$ cat src/rtl/pc_fetch_unit.sv
`default_nettype none
// ============================================================================
// pc_fetch_unit : holds the architectural PC, fetches instr at PC, checks npc
// Revision 1.0 - initial release
// ============================================================================
module pc_fetch_unit #(
  parameter logic [31:0] RESET_PC = 32'h0000_3000,
  parameter logic [31:0] IM_BASE  = 32'h0000_3000,
  parameter int unsigned IM_WORDS = 4096
) (
  input  logic        clk,
  input  logic        reset,
  input  logic [31:0] npc,
  input  logic        advance,
  output logic        imem_req,
  output logic [31:0] imem_addr,
  input  logic        imem_ready,
  input  logic [31:0] imem_rdata,
  output logic [31:0] pc,
  output logic [31:0] instr,
  output logic        instr_valid,
  output logic        addr_err,
  output logic [31:0] fetch_count
);

  typedef enum logic [1:0] {
    BOOT  = 2'd0,
    FETCH = 2'd1,
    VALID = 2'd2,
    ERROR = 2'd3
  } state_t;

  // Last legal word address, widened to 33 bits so the bound cannot wrap.
  localparam logic [32:0] IM_LAST = {1'b0, IM_BASE} + {IM_WORDS[30:0], 2'b00} - 33'd4;

  state_t r_state;
  state_t w_next_state;
  logic   w_npc_legal;
  logic   w_accept;
  logic   w_capture;

  assign w_npc_legal = (npc[1:0] == 2'b00) && (npc >= IM_BASE) && ({1'b0, npc} <= IM_LAST);
  assign w_accept    = (r_state == VALID) && advance;
  assign w_capture   = (r_state == FETCH) && imem_ready;

  always_ff @(posedge clk) begin
    if (reset) begin
      r_state     <= BOOT;
      pc          <= RESET_PC;
      instr       <= 32'd0;
      fetch_count <= 32'd0;
    end else begin
      r_state <= w_next_state;
      if (w_capture) begin
        instr <= imem_rdata;
      end
      if (w_accept) begin
        pc          <= npc;
        fetch_count <= fetch_count + 32'd1;
      end
    end
  end

  always_comb begin
    w_next_state = r_state;
    imem_req     = 1'b0;
    instr_valid  = 1'b0;
    addr_err     = 1'b0;
    imem_addr    = pc;
    case (r_state)
      BOOT: begin
        w_next_state = FETCH;
      end
      FETCH: begin
        imem_req = 1'b1;
        if (imem_ready) begin
          w_next_state = VALID;
        end
      end
      VALID: begin
        instr_valid = 1'b1;
        if (advance) begin
          w_next_state = w_npc_legal ? FETCH : ERROR;
        end
      end
      ERROR: begin
        addr_err = 1'b1;
      end
      default: begin
        w_next_state = BOOT;
      end
    endcase
  end

endmodule
`default_nettype wire

$ cat config.mk
export PLATFORM = sky130hd
export DESIGN_NAME = pc_fetch_unit
export DESIGN_NICKNAME = d
export VERILOG_FILES = /design/src/rtl/pc_fetch_unit.sv
export SDC_FILE = /design/constraint.sdc
export NUM_CORES = 1
export LEC_CHECK = 0
export CORE_MARGIN = 2
export CORE_UTILIZATION = 44
export CTS_BUF_LIST = sky130_fd_sc_hd__clkbuf_16
export CTS_CLUSTER_SIZE = 14
export DETAILED_ROUTE_END_ITERATION = 10
export HOLD_SLACK_MARGIN = 0.05
export PLACE_DENSITY = 0.93
export SLEW_MARGIN = 20
export SYNTH_ARGS = -nofsm -noshare
export SYNTH_HDL_FRONTEND = slang
export SYNTH_SLANG_ARGS = --single-unit
$ cat constraint.sdc
create_clock -name clk -period 5.55 [get_ports clk]
set_input_delay 0.555 -clock clk [delete_from_list [all_inputs] [get_ports clk]]
set_output_delay 0.555 -clock clk [all_outputs]
set_load 0.005 [all_outputs]
; After elaboration in Yosys (flattened, before gate mapping)
; Index checks and enable logic that the tools add are counted.
; Widths: inputs -> output; s select.
[word_totals]
register_bits = 98
output_inout_bits = 131
elab_cells = 27
[op_classes]
addsub = 1
order_cmp = 2
n_eq_ne = 5
mux = 7
n_reduce_logical = 8
[op_table]
columns = op, count
row1 = $add 32x1->32 const B, 1
row2 = $ge 32x14->1 const B, 1
row3 = $le 32x15->1 const B, 1
row4 = $mux 2, 3
row5 = $pmux 2 s3, 1
row6 = $eq 2x2->1 const B, 2
row7 = $logic_and 1x1->1, 4
row8 = $logic_not 2->1, 2
row9 = $ne 2x2->1 const B, 2
row10 = $mux 1, 3
row11 = $reduce_and 3->1, 1
row12 = $reduce_bool 3->1, 1
row13 = $eq 2x1->1 const B, 1

; Depth between registers and ports, before layout
[depth]
depth_word = 6
ltp_mapped = 8
depth_no_buf = 6

; Least setup slack after synthesis
; OpenSTA, ideal clock, no wires.
[synth_path]
path_kind = register to register
from = register r_state[0]
to = register fetch_count[30]
setup_time_ns = 0.123
arrival_time_ns = 1.863
path_slack_ns = 3.563
path_stages_with_launch = 7
path_buffers = 0
path_cell_list = dfxtp_1 -> inv_1 -> ha_1 -> nand3_2 -> or4_1 -> nor4_1 -> mux2_1
[synth_between]
elab_chain_len = 2
[synth_lines]
columns = item, line
row1 = start: declaration, 36  ; state_t r_state;
row2 = start signal: assignment, 53  ; r_state <= w_next_state;
row3 = $eq 2x2->1, 43  ; assign w_accept = (r_state == VALID) && advance;
row4 = $logic_and 1x1->1, 43
row5 = end signal: assignment, 59  ; fetch_count <= fetch_count + 32'd1;
row6 = end: declaration, 23  ; output logic [31:0] fetch_count
; Every way passes these cells.
; A chain may end at the register's enable or synchronous reset.

; Final worst setup path
[layout_path]
from = register r_state[1]
to = register fetch_count[19]
; Same word-level chain as after synthesis.

==> impl_metrics.csv <==
group,metric,value,unit
status,outcome,"completed",
detailed_routing,firstDrtPassIters,6,
setup_path,rrSetupSlack,3.06,ns
logic_synthesis,synthesis.instances,524,
placement,routabilityCongestion,0.9142,
logic_synthesis,synthTopCellsByCount,"145 x nand2_1, 98 x dfxtp_1, 85 x a21oi_1",
detailed_routing,post-route-drc-count,0,
detailed_routing,vias_per_cell,5.278,
sta,tightest_slew,1.046,ns
logic_synthesis,async_flop_share,0,
sta,period_share,0.4481,
detailed_routing,vias,4254,
global_route,first_global_vias,4022,
logic_synthesis,synth_warnings,0,
detailed_routing,ant_nets,0,
logic_synthesis,synth-seq-cells,98,
final_layout,diodes,0,
power,clockPowerShare,0.359,
min_path,min_from,"instr[23]",
logic_synthesis,avgSynthCellArea,8.049,µm²
flow_run,maxCapViolCount,0,
floorplanning,die_w,101.9,µm
min_path,hold_path_depth,2,
power,ir_worst_vdd,0.0001980,V
final_layout,syn2layout_area_growth,48.65,%
power,switching_share,0.2457,
logic_synthesis,synth_nets,598,
detailed_routing,wl_per_cell,15.77,µm
final_layout,n_fill_cell,751,
clocking,cts_tree,"yes",
logic_synthesis,yosysUniqueCellTypes,40,
detailed_routing,first_iter_violations,207,
setup_path,crit_required,5.80,ns
logic_synthesis,synth_edf_count,0,
logic_synthesis,synth_most_common_cell,"nand2_1",
clocking,numCtsBuffers,9,
setup_path,r2r-start,"r_state[1]",
logic_synthesis,ys_top_cells_by_area,"dfxtp_1 47%, nand2_1 13%, a21oi_1 10%, buf_4 5.7%, or4_1 2.7%",
setup_path,worstSetupPathType,"reg2reg",
global_route,antenna_found_initial,0,
setup_path,reg2reg_to,"fetch_count[19]",
global_route,grt_pass1_wl,19.51,mm
clocking,htreeDepth,3,
sta,setup_tns,0,ns
sta,finalSetupViolations,0,
floorplanning,initial_core_util,0.4543,
clocking,clk_path_buf_depth,2,
clocking,cts_hold_buffers,0,
sta,hold_violations,0,
logic_synthesis,synth_flop_cell,"dfxtp_1",
clocking,path_clk_slew,0.07,ns
power,power.internal,0.001161,W
logic_synthesis,yosys.area.top_type_share,0.4651,
clocking,root_buffer,"clkbuf_16",
setup_path,cp-start-kind,"flip-flop",
logic_synthesis,netlist_area,4218,µm²
power,leakagePower,2.087,nW
global_route,grt_max_degree,100,
min_path,hold-path-endpoint,"instr[23]",
clocking,post_cts_buffers,0,
clocking,cts_sinks,98,
floorplanning,core_region_area,9284,µm²
sta,relSlewSlack,0.3008,
detailed_routing,drt_wl_total,12.71,mm
power,p_sw,0.0003783,W
clocking,ctsResizeCount,0,
setup_path,endpoint_kind,"flip-flop",
power,combinationalPowerShare,0.151,
sta,rsz0062_at_grt,"false",
power,powerDensity,245.5,nW/µm²
floorplanning,ioPinCount,199,
sta,maxClockFrequency,402.1,MHz
placement,port-buffer-count,198,
sta,period_minus_slack,2.487,ns
min_path,min_path_type,"reg2reg",
sta,fin_skew,0.007408,ns
placement,dp_hpwl,9.444,mm
floorplanning,rows,35,
final_layout,nets,746,
floorplanning,dieArea,10380,µm²
sta,slew_violations,0,
final_layout,fin_util,0.6753,
final_layout,layout-drive-gt1-share,0.03545,
floorplanning,fp.dieH,101.9,µm
global_route,grtUsageTotal,0.2359,
power,power_frac_seq,0.490,
setup_path,crit_arrival,2.74,ns
setup_path,reg2reg_depth,5,
global_route,grt_overflow,0,
logic_synthesis,seq_area_frac_synth,0.4651,
clocking,insertion_delay,0.33,ns
setup_path,path_max_fanout,13,
logic_synthesis,yosysTopAreaCell,"dfxtp_1",
placed cells by master (no fill, tap or decap), drive strengths merged, types with 2 or more instances in the layout:
master / synthesis / routed
clkinvlp: 0 / 2
dfxtp: 98 / 98
a21oi: 85 / 85
xnor2: 5 / 5
clkinv: 0 / 3
xor2: 4 / 4
ha: 6 / 6
inv: 7 / 9
nand4: 11 / 11
nand3b: 3 / 3
o21ai: 8 / 8
clkbuf: 23 / 9
o31ai: 14 / 14
nor3: 4 / 4
and2: 3 / 3
nand3: 12 / 12
clkdlybuf4s50: 0 / 197
or4: 16 / 16
nor2b: 2 / 2
nor2: 10 / 10
and3: 3 / 3
nor4: 5 / 5
and4: 6 / 6
buf: 39 / 2
nand2: 146 / 146
or3: 8 / 8
flip-flops by register name, summed over array words and instances (netlist names):
name and cells:
fetch_count 32, imem_addr 32, instr 32, r_state 2
power by group through the flow:
| stage | Clock [W] | Combinational (W) | Sequential, W |
|---|---|---|---|
| floorplan | 0 | 0.0000941 | 0.000769 |
| global placement | 0 | 0.000223 | 0.000767 |
| detailed placement | 0 | 0.000231 | 0.000770 |
| CTS | 0.000569 | 0.000233 | 0.000754 |
| global route | 0.000598 | 0.000254 | 0.000758 |
| finish | 0.000553 | 0.000232 | 0.000754 |
how the worst max path moves through the flow:
| stage | from | cells past startpoint | endpoint | slack (ns) |
|---|---|---|---|---|
| after floorplan | r_state[0] | 6 | fetch_count[30] | 3.56 |
| after global routing | r_state[0] | 6 | fetch_count[19] | 2.90 |
| final | r_state[1] | 5 | fetch_count[19] | 3.06 |
| after global placement | advance | 5 | fetch_count[19] | 2.88 |
| after CTS | r_state[0] | 6 | fetch_count[19] | 3.12 |
| after detailed placement | advance | 5 | fetch_count[19] | 2.81 |
logic make-up after synthesis:
group                    Yosys count  share of synthesized area
AO/OA/AOI/OAI                    111                     0.1427
XOR/XNOR                           9                    0.01869
adder cells (fa/ha/maj)            6                    0.01780
buffers and inverters             69                    0.09255
flip-flops                        98                     0.4651
multiplexers                       1                   0.002670
AND/OR/NAND/NOR                  230                     0.2605
worst max-delay path, cell delays in order (launching register included):
cell	delay (ns)
dfxtp_1	0.42
ha_1	0.42
and4_1	0.41
nand4_1	0.42
or4_1	0.60
a21oi_1	0.15
routing by layer:
layer	GRT usage	share of wire	vias to the layer above
met5	0	0	-
met4	0.08821	0.022	0
met3	0.04720	0.061	18
met2	0.4155	0.50	166
met1	0.2844	0.41	2010
li1	-	-	2060
area by class of cell:
cell class              count  area, µm²  share of cell area
repair buffers            199       1987              0.3169
multi-input cells         357       1869              0.2981
flip-flops and latches     98       1962              0.3129
well taps                 129      161.4             0.02574
clock inverters             7      38.79            0.006186
clock buffers               9      225.2             0.03592
inverters                   7      26.28            0.004191
metrics by stage:
step	power, W	hold WS, ns	instances	setup WS, ns	area, µm²
3_5_place_dp	0.001002	0.4471	790	2.807	6002
3_3_place_gp	0.0009897	0.4414	790	2.882	6002
6_report	0.001539	0.4560	806	3.063	6270
4_1_cts	0.001556	0.4565	806	3.117	6266
2_1_floorplan	0.0008631	0.4527	524	3.563	4218
5_1_grt	0.001609	0.4793	806	2.901	6270
Power figures use the tool's default switching activity.
